==> src/rtl/darkroom_spi_pkg.sv <==
// Shared constants and the receive-FSM state type for the DarkRoom SPI frame receiver.
package darkroom_spi_pkg;

  localparam int FRAME_BYTES     = 32;
  localparam int WORDS_PER_FRAME = 8;
  localparam int BITS_PER_WORD   = 32;
  // Frame index width; sensor id = {frame_index, word_index} must fit in 8 bits.
  localparam int FRAME_INDEX_W   = 5;

  typedef enum logic [1:0] {
    ST_IDLE  = 2'd0,
    ST_RECV  = 2'd1,
    ST_CHECK = 2'd2
  } rx_state_t;

  // Saturating 16-bit increment used by the error counter.
  function automatic logic [15:0] sat_inc16(input logic [15:0] value);
    return (value == 16'hFFFF) ? value : value + 16'd1;
  endfunction

endpackage

==> src/rtl/spi_slave_byte_rx.sv <==
// SPI mode-0 byte receiver: synchronizes the async SPI pins into clk, detects
// edges and shifts mosi MSB-first on each sck rise while selected.
module spi_slave_byte_rx #(
  parameter int SYNC_STAGES = 2
) (
  input  logic       clk,
  input  logic       rst,
  input  logic       sck,
  input  logic       ss_n,
  input  logic       mosi,
  output logic       byte_valid,
  output logic [7:0] byte_data,
  output logic       ss_fall,
  output logic       ss_rise,
  output logic       ss_high,
  output logic       selected,
  output logic       partial_bit
);

  logic [SYNC_STAGES-1:0] sck_sync_reg;
  logic [SYNC_STAGES-1:0] ss_sync_reg;
  logic [SYNC_STAGES-1:0] mosi_sync_reg;
  logic                   sck_prev_reg;
  logic                   ss_prev_reg;
  logic                   armed_reg;
  logic [2:0]             bit_cnt_reg;
  logic [6:0]             shift_reg;
  logic                   sck_s;
  logic                   ss_s;
  logic                   mosi_s;
  logic                   sample;

  assign sck_s  = sck_sync_reg[SYNC_STAGES-1];
  assign ss_s   = ss_sync_reg[SYNC_STAGES-1];
  assign mosi_s = mosi_sync_reg[SYNC_STAGES-1];

  // ss_n chain resets low so that a select still held low across reset produces
  // no falling edge; armed_reg only opens once ss_n has really been seen high.
  assign ss_fall     = ss_prev_reg & ~ss_s;
  assign ss_rise     = ~ss_prev_reg & ss_s;
  assign ss_high     = ss_s;
  assign selected    = armed_reg & ~ss_s;
  assign sample      = sck_s & ~sck_prev_reg & selected;
  assign partial_bit = (bit_cnt_reg != 3'd0);

  // Multi-stage synchronizers plus the previous-sample registers for edge detect.
  always_ff @(posedge clk) begin
    if (rst) begin
      sck_sync_reg  <= '0;
      ss_sync_reg   <= '0;
      mosi_sync_reg <= '0;
      sck_prev_reg  <= 1'b0;
      ss_prev_reg   <= 1'b0;
      armed_reg     <= 1'b0;
    end else begin
      sck_sync_reg  <= {sck_sync_reg[SYNC_STAGES-2:0], sck};
      ss_sync_reg   <= {ss_sync_reg[SYNC_STAGES-2:0], ss_n};
      mosi_sync_reg <= {mosi_sync_reg[SYNC_STAGES-2:0], mosi};
      sck_prev_reg  <= sck_s;
      ss_prev_reg   <= ss_s;
      if (ss_s) begin
        armed_reg <= 1'b1;
      end
    end
  end

  // Bit shifter: clears on select, emits a one-cycle byte strobe on every 8th bit.
  always_ff @(posedge clk) begin
    if (rst) begin
      bit_cnt_reg <= 3'd0;
      shift_reg   <= 7'd0;
      byte_valid  <= 1'b0;
      byte_data   <= 8'd0;
    end else begin
      byte_valid <= 1'b0;
      if (ss_fall) begin
        bit_cnt_reg <= 3'd0;
      end else if (sample) begin
        shift_reg   <= {shift_reg[5:0], mosi_s};
        bit_cnt_reg <= bit_cnt_reg + 3'd1;
        if (bit_cnt_reg == 3'd7) begin
          byte_valid <= 1'b1;
          byte_data  <= {shift_reg, mosi_s};
        end
      end
    end
  end

endmodule

==> src/rtl/darkroom_spi_frame_receiver.sv <==
// DarkRoom frame receiver: assembles 32-byte SPI frames into 8 little-endian
// 32-bit words, validates length, and streams committed frames out word by word.
module darkroom_spi_frame_receiver
  import darkroom_spi_pkg::*;
#(
  parameter int NUMBER_OF_SENSORS = 8,
  parameter int BURST_GAP_CYCLES  = 4096,
  parameter int SYNC_STAGES       = 2
) (
  input  logic        clk,
  input  logic        rst,
  input  logic        sck_i,
  input  logic        ss_n_i,
  input  logic        mosi_i,
  output logic        word_valid_o,
  input  logic        word_ready_i,
  output logic [31:0] word_data_o,
  output logic [7:0]  word_sensor_id_o,
  output logic        word_last_o,
  output logic [15:0] frame_count_o,
  output logic [15:0] error_count_o,
  output logic        busy_o
);

  localparam int NUMBER_OF_SPI_FRAMES = (NUMBER_OF_SENSORS + WORDS_PER_FRAME - 1) / WORDS_PER_FRAME;
  localparam int GAP_W = $clog2(BURST_GAP_CYCLES + 1);
  localparam logic [GAP_W-1:0] GAP_LIMIT = GAP_W'(BURST_GAP_CYCLES);
  localparam logic [FRAME_INDEX_W-1:0] LAST_FRAME_INDEX = FRAME_INDEX_W'(NUMBER_OF_SPI_FRAMES - 1);

  logic                     byte_valid;
  logic [7:0]               byte_data;
  logic                     ss_fall;
  logic                     ss_rise;
  logic                     ss_high;
  logic                     selected;
  logic                     partial_bit;

  rx_state_t                state_reg;
  logic [5:0]               byte_cnt_reg;
  logic                     long_reg;
  logic [23:0]              word_asm_reg;
  logic [BITS_PER_WORD-1:0] stage_mem [WORDS_PER_FRAME];
  logic [BITS_PER_WORD-1:0] out_mem [WORDS_PER_FRAME];
  logic                     out_valid_reg;
  logic [2:0]               out_idx_reg;
  logic [FRAME_INDEX_W-1:0] out_frame_reg;
  logic [BITS_PER_WORD-1:0] out_data_reg;
  logic [FRAME_INDEX_W-1:0] frame_idx_reg;
  logic [GAP_W-1:0]         gap_cnt_reg;
  logic [15:0]              frame_count_reg;
  logic [15:0]              error_count_reg;

  logic                     frame_good;
  logic                     transfer;
  logic                     buffer_free;
  logic                     commit;
  logic                     store_word;

  spi_slave_byte_rx #(
    .SYNC_STAGES(SYNC_STAGES)
  ) u_byte_rx (
    .clk        (clk),
    .rst        (rst),
    .sck        (sck_i),
    .ss_n       (ss_n_i),
    .mosi       (mosi_i),
    .byte_valid (byte_valid),
    .byte_data  (byte_data),
    .ss_fall    (ss_fall),
    .ss_rise    (ss_rise),
    .ss_high    (ss_high),
    .selected   (selected),
    .partial_bit(partial_bit)
  );

  assign frame_good  = (byte_cnt_reg == 6'(FRAME_BYTES)) && !partial_bit && !long_reg;
  assign transfer    = out_valid_reg && word_ready_i;
  // The final transfer frees the buffer in the same cycle, so a commit may overlap it.
  assign buffer_free = !out_valid_reg || (transfer && (out_idx_reg == 3'd7));
  assign commit      = (state_reg == ST_CHECK) && frame_good && buffer_free;
  assign store_word  = (state_reg == ST_RECV) && byte_valid &&
                       (byte_cnt_reg < 6'(FRAME_BYTES)) && (byte_cnt_reg[1:0] == 2'd3);

  assign word_valid_o     = out_valid_reg;
  assign word_data_o      = out_data_reg;
  assign word_sensor_id_o = {out_frame_reg, out_idx_reg};
  assign word_last_o      = out_valid_reg && (out_idx_reg == 3'd7);
  assign frame_count_o    = frame_count_reg;
  assign error_count_o    = error_count_reg;
  assign busy_o           = selected;

  // Receive FSM with frame validation, counters, frame index and burst-gap tracking.
  always_ff @(posedge clk) begin
    if (rst) begin
      state_reg       <= ST_IDLE;
      byte_cnt_reg    <= 6'd0;
      long_reg        <= 1'b0;
      word_asm_reg    <= 24'd0;
      frame_idx_reg   <= '0;
      gap_cnt_reg     <= '0;
      frame_count_reg <= 16'd0;
      error_count_reg <= 16'd0;
    end else begin
      if (ss_fall) begin
        gap_cnt_reg <= '0;
      end else if (ss_high && (gap_cnt_reg != GAP_LIMIT)) begin
        gap_cnt_reg <= gap_cnt_reg + GAP_W'(1);
      end
      if (gap_cnt_reg == GAP_LIMIT) begin
        frame_idx_reg <= '0;
      end

      case (state_reg)
        ST_IDLE: begin
          if (ss_fall) begin
            byte_cnt_reg <= 6'd0;
            long_reg     <= 1'b0;
            state_reg    <= ST_RECV;
          end
        end
        ST_RECV: begin
          if (ss_rise) begin
            state_reg <= ST_CHECK;
          end else if (byte_valid) begin
            if (byte_cnt_reg < 6'(FRAME_BYTES)) begin
              case (byte_cnt_reg[1:0])
                2'd0:    word_asm_reg[7:0]   <= byte_data;
                2'd1:    word_asm_reg[15:8]  <= byte_data;
                2'd2:    word_asm_reg[23:16] <= byte_data;
                default: ;
              endcase
              byte_cnt_reg <= byte_cnt_reg + 6'd1;
            end else begin
              long_reg <= 1'b1;
            end
          end
        end
        ST_CHECK: begin
          frame_idx_reg <= (frame_idx_reg == LAST_FRAME_INDEX) ? '0 : frame_idx_reg + FRAME_INDEX_W'(1);
          if (commit) begin
            frame_count_reg <= frame_count_reg + 16'd1;
          end else begin
            error_count_reg <= sat_inc16(error_count_reg);
          end
          if (ss_fall) begin
            byte_cnt_reg <= 6'd0;
            long_reg     <= 1'b0;
            state_reg    <= ST_RECV;
          end else begin
            state_reg <= ST_IDLE;
          end
        end
        default: state_reg <= ST_IDLE;
      endcase
    end
  end

  // Staging write: every 4th byte completes a little-endian word.
  always_ff @(posedge clk) begin
    if (store_word) begin
      stage_mem[byte_cnt_reg[4:2]] <= {byte_data, word_asm_reg};
    end
  end

  // Output buffer snapshot of the staging words at commit.
  for (genvar gi = 0; gi < WORDS_PER_FRAME; gi++) begin : g_out_copy
    always_ff @(posedge clk) begin
      if (commit) begin
        out_mem[gi] <= stage_mem[gi];
      end
    end
  end

  // Output stream: registered word presentation, one word per accepted transfer.
  always_ff @(posedge clk) begin
    if (rst) begin
      out_valid_reg <= 1'b0;
      out_idx_reg   <= 3'd0;
      out_frame_reg <= '0;
      out_data_reg  <= '0;
    end else begin
      if (transfer) begin
        if (out_idx_reg == 3'd7) begin
          out_valid_reg <= 1'b0;
        end else begin
          out_idx_reg  <= out_idx_reg + 3'd1;
          out_data_reg <= out_mem[out_idx_reg + 3'd1];
        end
      end
      if (commit) begin
        out_valid_reg <= 1'b1;
        out_idx_reg   <= 3'd0;
        out_frame_reg <= frame_idx_reg;
        out_data_reg  <= stage_mem[0];
      end
    end
  end

endmodule
==> config.mk <==
export PLATFORM = sky130hd
export DESIGN_NAME = darkroom_spi_frame_receiver
export DESIGN_NICKNAME = d
export VERILOG_FILES = /design/src/rtl/darkroom_spi_pkg.sv /design/src/rtl/spi_slave_byte_rx.sv /design/src/rtl/darkroom_spi_frame_receiver.sv
export SDC_FILE = /design/constraint.sdc
export NUM_CORES = 1
export LEC_CHECK = 0
export ABC_CLOCK_PERIOD_IN_PS = 21700
export CAP_MARGIN = 15
export CELL_PAD_IN_SITES_DETAIL_PLACEMENT = 2
export CELL_PAD_IN_SITES_GLOBAL_PLACEMENT = 2
export CORE_UTILIZATION = 50
export DETAILED_ROUTE_END_ITERATION = 16
export PLACE_DENSITY = 0.92
export SLEW_MARGIN = 10
export SYNTH_ARGS = -nofsm -noshare
export SYNTH_HDL_FRONTEND = slang
export SYNTH_SLANG_ARGS = --single-unit
==> constraint.sdc <==
create_clock -name clk -period 21.7 [get_ports clk]
set_input_delay 3.255 -clock clk [delete_from_list [all_inputs] [get_ports clk]]
set_output_delay 3.255 -clock clk [all_outputs]
set_load 0.02 [all_outputs]
==> load_flow_metrics.sql, run 1 <==
INSERT INTO impl_metrics (metric_group, metric, value, unit) VALUES
('status', 'run_status', 'aborted with a tool error', ''),
('status', 'stop_stage', '4_1_cts', ''),
('status', 'toolErrorMsg', '[ERROR DPL-0033] detailed placement checks failed during check placement.', ''),
('cts', 'cts_setup_buffers', '0', ''),
('logic_synthesis', 'cell_count_after_synthesis', '1341', ''),
('logic_synthesis', 'synthesized_area', '23600', 'um^2'),
('logic_synthesis', 'synthesis.nets', '1362', ''),
('die', 'boundaryPins', '81', ''),
('cts', 'clock_tree.root_cell', 'clkbuf_16', ''),
('placed_design', 'place.port_buffers', '80', ''),
('logic_synthesis', 'synth_largest_type_area_fraction', '65.1', '%'),
('die', 'number_of_cell_rows', '79', ''),
('cts', 'clock-sinks', '664', ''),
('cts', 'cts.repair.resized', '0', ''),
('die', 'initial_utilization', '50.8', '%'),
('cts', 'cts_max_level', '3', ''),
('cts', 'holdBufCountCts', '0', ''),
('die', 'chipHeight', '219', 'um'),
('cts', 'number_of_buffers_on_the_longest_clock_path', '3', ''),
('logic_synthesis', 'synth_async_sr_flop_share', '0', '%'),
('cts', 'number_of_buffers_created_by_cts', '71', ''),
('die', 'floorplan.die.width', '219', 'um'),
('logic_synthesis', 'synth.avg_cell_area', '17.6', 'um^2'),
('logic_synthesis', 'post-synth-top-area-cell', 'edfxtp_1', ''),
('logic_synthesis', 'synth_enable_flop_cells', '512', ''),
('placed_design', 'place_congestion', '0.746', ''),
('logic_synthesis', 'post_synth_main_area_contributors', 'edfxtp_1 65%, dfxtp_1 13%, mux4_2 6.1%', ''),
('logic_synthesis', 'synth_flop_cell', 'edfxtp_1', ''),
('placed_design', 'detailedPlacementHpwl', '44000', 'um'),
('logic_synthesis', 'synth.ff_latch_count', '664', ''),
('logic_synthesis', 'synth_cell_types', '51', ''),
('logic_synthesis', 'synth.yosys.warnings', '0', ''),
('logic_synthesis', 'yosysSeqAreaShare', '77.9', '%');
metrics by stage:
| stage | hold slack [ns] | setup slack, ns | utilization (%) | instance area, um^2 | std cells |
|---|---|---|---|---|---|
| after floorplan | 0.400 | 10.16 | - | 23600 | 1341 |
| after global placement | 0.400 | 15.48 | 54.1 | 25200 | 1990 |
| after detailed placement | 0.406 | 15.18 | 54.1 | 25200 | 1990 |
Yosys cell counts, types with 13 or more instances:
| library cell | count |
|---|---|
| nand3_1 | 26 |
| mux2i_1 | 67 |
| a21oi_1 | 63 |
| nor2_1 | 131 |
| mux4_2 | 64 |
| nand4_1 | 16 |
| ha_1 | 15 |
| edfxtp_1 | 512 |
| a22o_1 | 32 |
| nor2b_1 | 18 |
| nand2_1 | 43 |
| nor3_1 | 16 |
| inv_1 | 13 |
| clkbuf_1 | 38 |
| xor2_1 | 18 |
| xnor2_1 | 14 |
| dfxtp_1 | 152 |
kinds of logic after synthesis:
| family | synth area share [%] |
|---|---|
| AND/OR/NAND/NOR | 6.34 |
| buffers and inverters | 1.17 |
| multiplexers | 9.27 |
| adder cells (fa/ha/maj) | 0.794 |
| AO/OA/AOI/OAI | 3.29 |
| XOR/XNOR | 1.19 |
| flip-flops | 77.9 |
==> run 2: changes to the inputs <==
--- a/config.mk
+++ b/config.mk
@@ -7,11 +7,9 @@
 export LEC_CHECK = 0
 export ABC_CLOCK_PERIOD_IN_PS = 21700
 export CAP_MARGIN = 15
-export CELL_PAD_IN_SITES_DETAIL_PLACEMENT = 2
-export CELL_PAD_IN_SITES_GLOBAL_PLACEMENT = 2
-export CORE_UTILIZATION = 50
+export CORE_UTILIZATION = 35
 export DETAILED_ROUTE_END_ITERATION = 16
-export PLACE_DENSITY = 0.92
+export PLACE_DENSITY_LB_ADDON = 0.15
 export SLEW_MARGIN = 10
 export SYNTH_ARGS = -nofsm -noshare
 export SYNTH_HDL_FRONTEND = slang
==> run 2 against run 1 <==
The run now ends clean. Synthesized cell count unchanged. Area after synthesis did not move.
==> load_flow_metrics.sql, run 2 <==
INSERT INTO impl_metrics (metric_group, metric, value, unit) VALUES
('sta', 'final_max_slew_viols', '0', ''),
('setup_path', 'critical_path.reg2reg.startpoint', 'state_reg[0]', ''),
('logic_synthesis', 'synth.avg_cell_area', '17.6', 'um^2'),
('drt', 'antenna_left', '0', ''),
('global_route', 'first_pass_grt_wire_length', '73300', 'um'),
('die', 'die_area', '68600', 'um^2'),
('setup_path', 'timing.critical_path.to', 'word_sensor_id_o[0]', ''),
('global_route', 'global_route.usage.total', '14.5', '%'),
('cells_and_area', 'layout.cells.most_common', 'edfxtp_1', ''),
('setup_path', 'crit_buf_inv', '2', ''),
('power_and_ir_drop', 'power.leakage', '0.00906', 'uW'),
('logic_synthesis', 'synthesis.nets', '1362', ''),
('cts', 'path_clk_slew', '0.06', 'ns'),
('die', 'initial_utilization', '35.6', '%'),
('global_route', 'number_of_global_route_vias_before_repair', '11600', ''),
('cts', 'clock-sinks', '664', ''),
('power_and_ir_drop', 'power_density', '92.1', 'nW/um^2'),
('cts', 'number_of_buffers_on_the_longest_clock_path', '3', ''),
('cts', 'clock_tree.root_cell', 'clkbuf_16', ''),
('setup_path', 'worst_setup_path_end_kind', 'output pin', ''),
('status', 'run_status', 'completed', ''),
('cts', 'holdBufCountCts', '0', ''),
('setup_path', 'worstPathRequired', '18.45', 'ns'),
('placed_design', 'numPlacedInstances', '2249', ''),
('logic_synthesis', 'synth_flop_cell', 'edfxtp_1', ''),
('cells_and_area', 'final_nets', '1479', ''),
('cts', 'cts_setup_buffers', '0', ''),
('cells_and_area', 'num-fill-cells', '5981', ''),
('die', 'placeableCoreArea', '66300', 'um^2'),
('placed_design', 'place.port_buffers', '80', ''),
('die', 'chipHeight', '262', 'um'),
('sta', 'rsz_0062_raised_after_global_routing', 'false', ''),
('sta', 'worst-slew-pin-transition', '1.12', 'ns'),
('drt', 'drtPass1Iterations', '5', ''),
('cts', 'clk_latency', '0.60', 'ns'),
('global_route', 'initial_antenna_violation_count', '0', ''),
('drt', 'detail_route.vias_per_cell', '4.80', ''),
('drt', 'drt_iter0_drc', '641', ''),
('logic_synthesis', 'synth_enable_flop_cells', '512', ''),
('sta', 'slew-limit-headroom', '25.4', '%'),
('setup_path', 'slowest_stage', 'clkdlybuf4s50_1', ''),
('run', 'max-cap-violations', '0', ''),
('sta', 'final.hold.worst_slack', '0.411', 'ns'),
('cells_and_area', 'layout.area.seq', '18400', 'um^2'),
('setup_path', 'worstPathArrival', '2.38', 'ns'),
('power_and_ir_drop', 'totalPowerFinal', '2570', 'uW'),
('setup_path', 'worstRegToRegCells', '4', ''),
('die', 'floorplan.die.width', '262', 'um'),
('drt', 'post-route-drc-count', '0', ''),
('setup_path', 'path_class', 'reg -> out', ''),
('cells_and_area', 'drive_above_1_share', '14.2', '%'),
('sta', 'max_freq', '0.177', 'GHz'),
('logic_synthesis', 'yosysSeqAreaShare', '77.9', '%'),
('sta', 'setup_viol_count_final', '0', ''),
('sta', 'finalCriticalPeriod', '5.64', 'ns'),
('cts', 'cts.repair.resized', '0', ''),
('die', 'boundaryPins', '81', ''),
('drt', 'detailroute.via_count', '11400', ''),
('hold_path', 'timing.hold.worst.class', 'reg -> reg', ''),
('cells_and_area', 'flow.area_growth_from_synthesis', '17.9', '%'),
('cts', 'cts_tree', 'built', ''),
('logic_synthesis', 'post-synth-top-area-cell', 'edfxtp_1', ''),
('sta', 'fin_worst_skew', '0.0243', 'ns'),
('sta', 'finalCritPeriodShare', '26.0', '%'),
('cells_and_area', 'layout.cells.non_filler', '2379', ''),
('die', 'number_of_cell_rows', '94', ''),
('global_route', 'pin_count_of_the_biggest_net_entering_global_routing', '124', ''),
('setup_path', 'max_stage_delay', '0.75', 'ns'),
('cells_and_area', 'final_cell_mix', '512 x edfxtp_1, 151 x dfxtp_1, 124 x nor2_1', ''),
('placed_design', 'place_congestion', '0.712', ''),
('power_and_ir_drop', 'vdd.ir_drop.worst', '52.0', 'uV'),
('cts', 'cts_max_level', '3', ''),
('logic_synthesis', 'cell_count_after_synthesis', '1341', ''),
('setup_path', 'crit_path_start', 'out_idx_reg[0]', ''),
('setup_path', 'timing.rr.end', 'stage_mem[5][11]', ''),
('logic_synthesis', 'synth_async_sr_flop_share', '0', '%'),
('cells_and_area', 'multi_input_combinational_cell_area', '5010', 'um^2'),
('logic_synthesis', 'synth.yosys.warnings', '0', ''),
('setup_path', 'worst-path-stages', '2', ''),
('logic_synthesis', 'synth_largest_type_area_fraction', '65.1', '%'),
('cts', 'number_of_buffers_created_by_cts', '71', ''),
('logic_synthesis', 'synth_cell_types', '51', ''),
('setup_path', 'startpoint_type', 'register', ''),
('setup_path', 'timing.critical_path.fanout_max', '34', ''),
('cells_and_area', 'utilization', '42.0', '%'),
('placed_design', 'detailedPlacementHpwl', '25700', 'um'),
('drt', 'wire_per_inst', '20.3', 'um'),
('logic_synthesis', 'yosys.cell_count.top_type', 'edfxtp_1', ''),
('global_route', 'global_route.overflow_total', '0', ''),
('sta', 'fin_hold_viols', '0', ''),
('sta', 'tns', '0', 'ns'),
('logic_synthesis', 'cell_types_with_the_highest_counts_after_synthesis', '512 x edfxtp_1, 152 x dfxtp_1, 131 x nor2_1', ''),
('setup_path', 'critical-path-top-delay-family', 'buffers and inverters', ''),
('logic_synthesis', 'synthesized_area', '23600', 'um^2'),
('drt', 'drt-total-wl', '48200', 'um'),
('logic_synthesis', 'post_synth_main_area_contributors', 'edfxtp_1 65%, dfxtp_1 13%, mux4_2 6.1%', ''),
('setup_path', 'worstPathCellList', 'buf_4, clkdlybuf4s50_1', ''),
('setup_path', 'reg2reg_slack', '18.37', 'ns'),
('logic_synthesis', 'synth.ff_latch_count', '664', ''),
('cells_and_area', 'insertedDiodeCount', '0', '');
[run 2: worst min path at each step]
| stage | start | to | slack [ns] | depth (start not counted) |
|---|---|---|---|---|
| finish | stage_mem[3][31] | out_mem[3][31] | 0.41 | 0 |
| global route | stage_mem[6][27] | out_mem[6][27] | 0.41 | 0 |
| CTS | stage_mem[6][27] | out_mem[6][27] | 0.40 | 0 |
| detailed placement | stage_mem[1][22] | out_mem[1][22] | 0.40 | 0 |
| global placement | stage_mem[3][9] | out_mem[3][9] | 0.40 | 0 |
| floorplan | stage_mem[1][0] | out_mem[1][0] | 0.40 | 0 |
[run 2: cell type report]
class / instances / share of cell area, %
flip-flops and latches: 664 / 66.1
multi-input cells: 607 / 18.0
clock buffers: 101 / 7.34
well taps: 864 / 3.88
repair buffers: 100 / 3.40
clock inverters: 29 / 1.06
inverters: 14 / 0.233
[run 2: layer usage]
| layer | GRT usage, % | share of wire [%] | vias up |
|---|---|---|---|
| met5 | 0 | 0 | - |
| met3 | 2.65 | 4.0 | 66 |
| met2 | 23.5 | 48 | 196 |
| met4 | 4.41 | 1.8 | 0 |
| li1 | - | - | 5385 |
| met1 | 19.8 | 46 | 5777 |
[run 2: cell families after synthesis]
logic type	count (synthesis)	synth area share, %
flip-flops	664	77.9
AND/OR/NAND/NOR	302	6.34
multiplexers	138	9.27
AO/OA/AOI/OAI	120	3.29
buffers and inverters	70	1.17
XOR/XNOR	32	1.19
adder cells (fa/ha/maj)	15	0.794
[run 2: per-stage QoR]
stage	instance area, um^2	setup WS (ns)
2_1_floorplan	23600	10.16
3_3_place_gp	25500	15.69
3_5_place_dp	25500	15.66
4_1_cts	27900	15.94
5_1_grt	27900	15.89
6_report	27900	16.06
[run 2: power by group]
| group | internal [uW] | leakage [uW] | switching [uW] |
|---|---|---|---|
| Sequential | 1350 | 0.00590 | 0.768 |
| Combinational | 2.82 | 0.00202 | 8.24 |
| Clock | 728 | 0.00115 | 477 |
| Total | 2080 | 0.00906 | 486 |
Power figures use the tool's default switching activity.
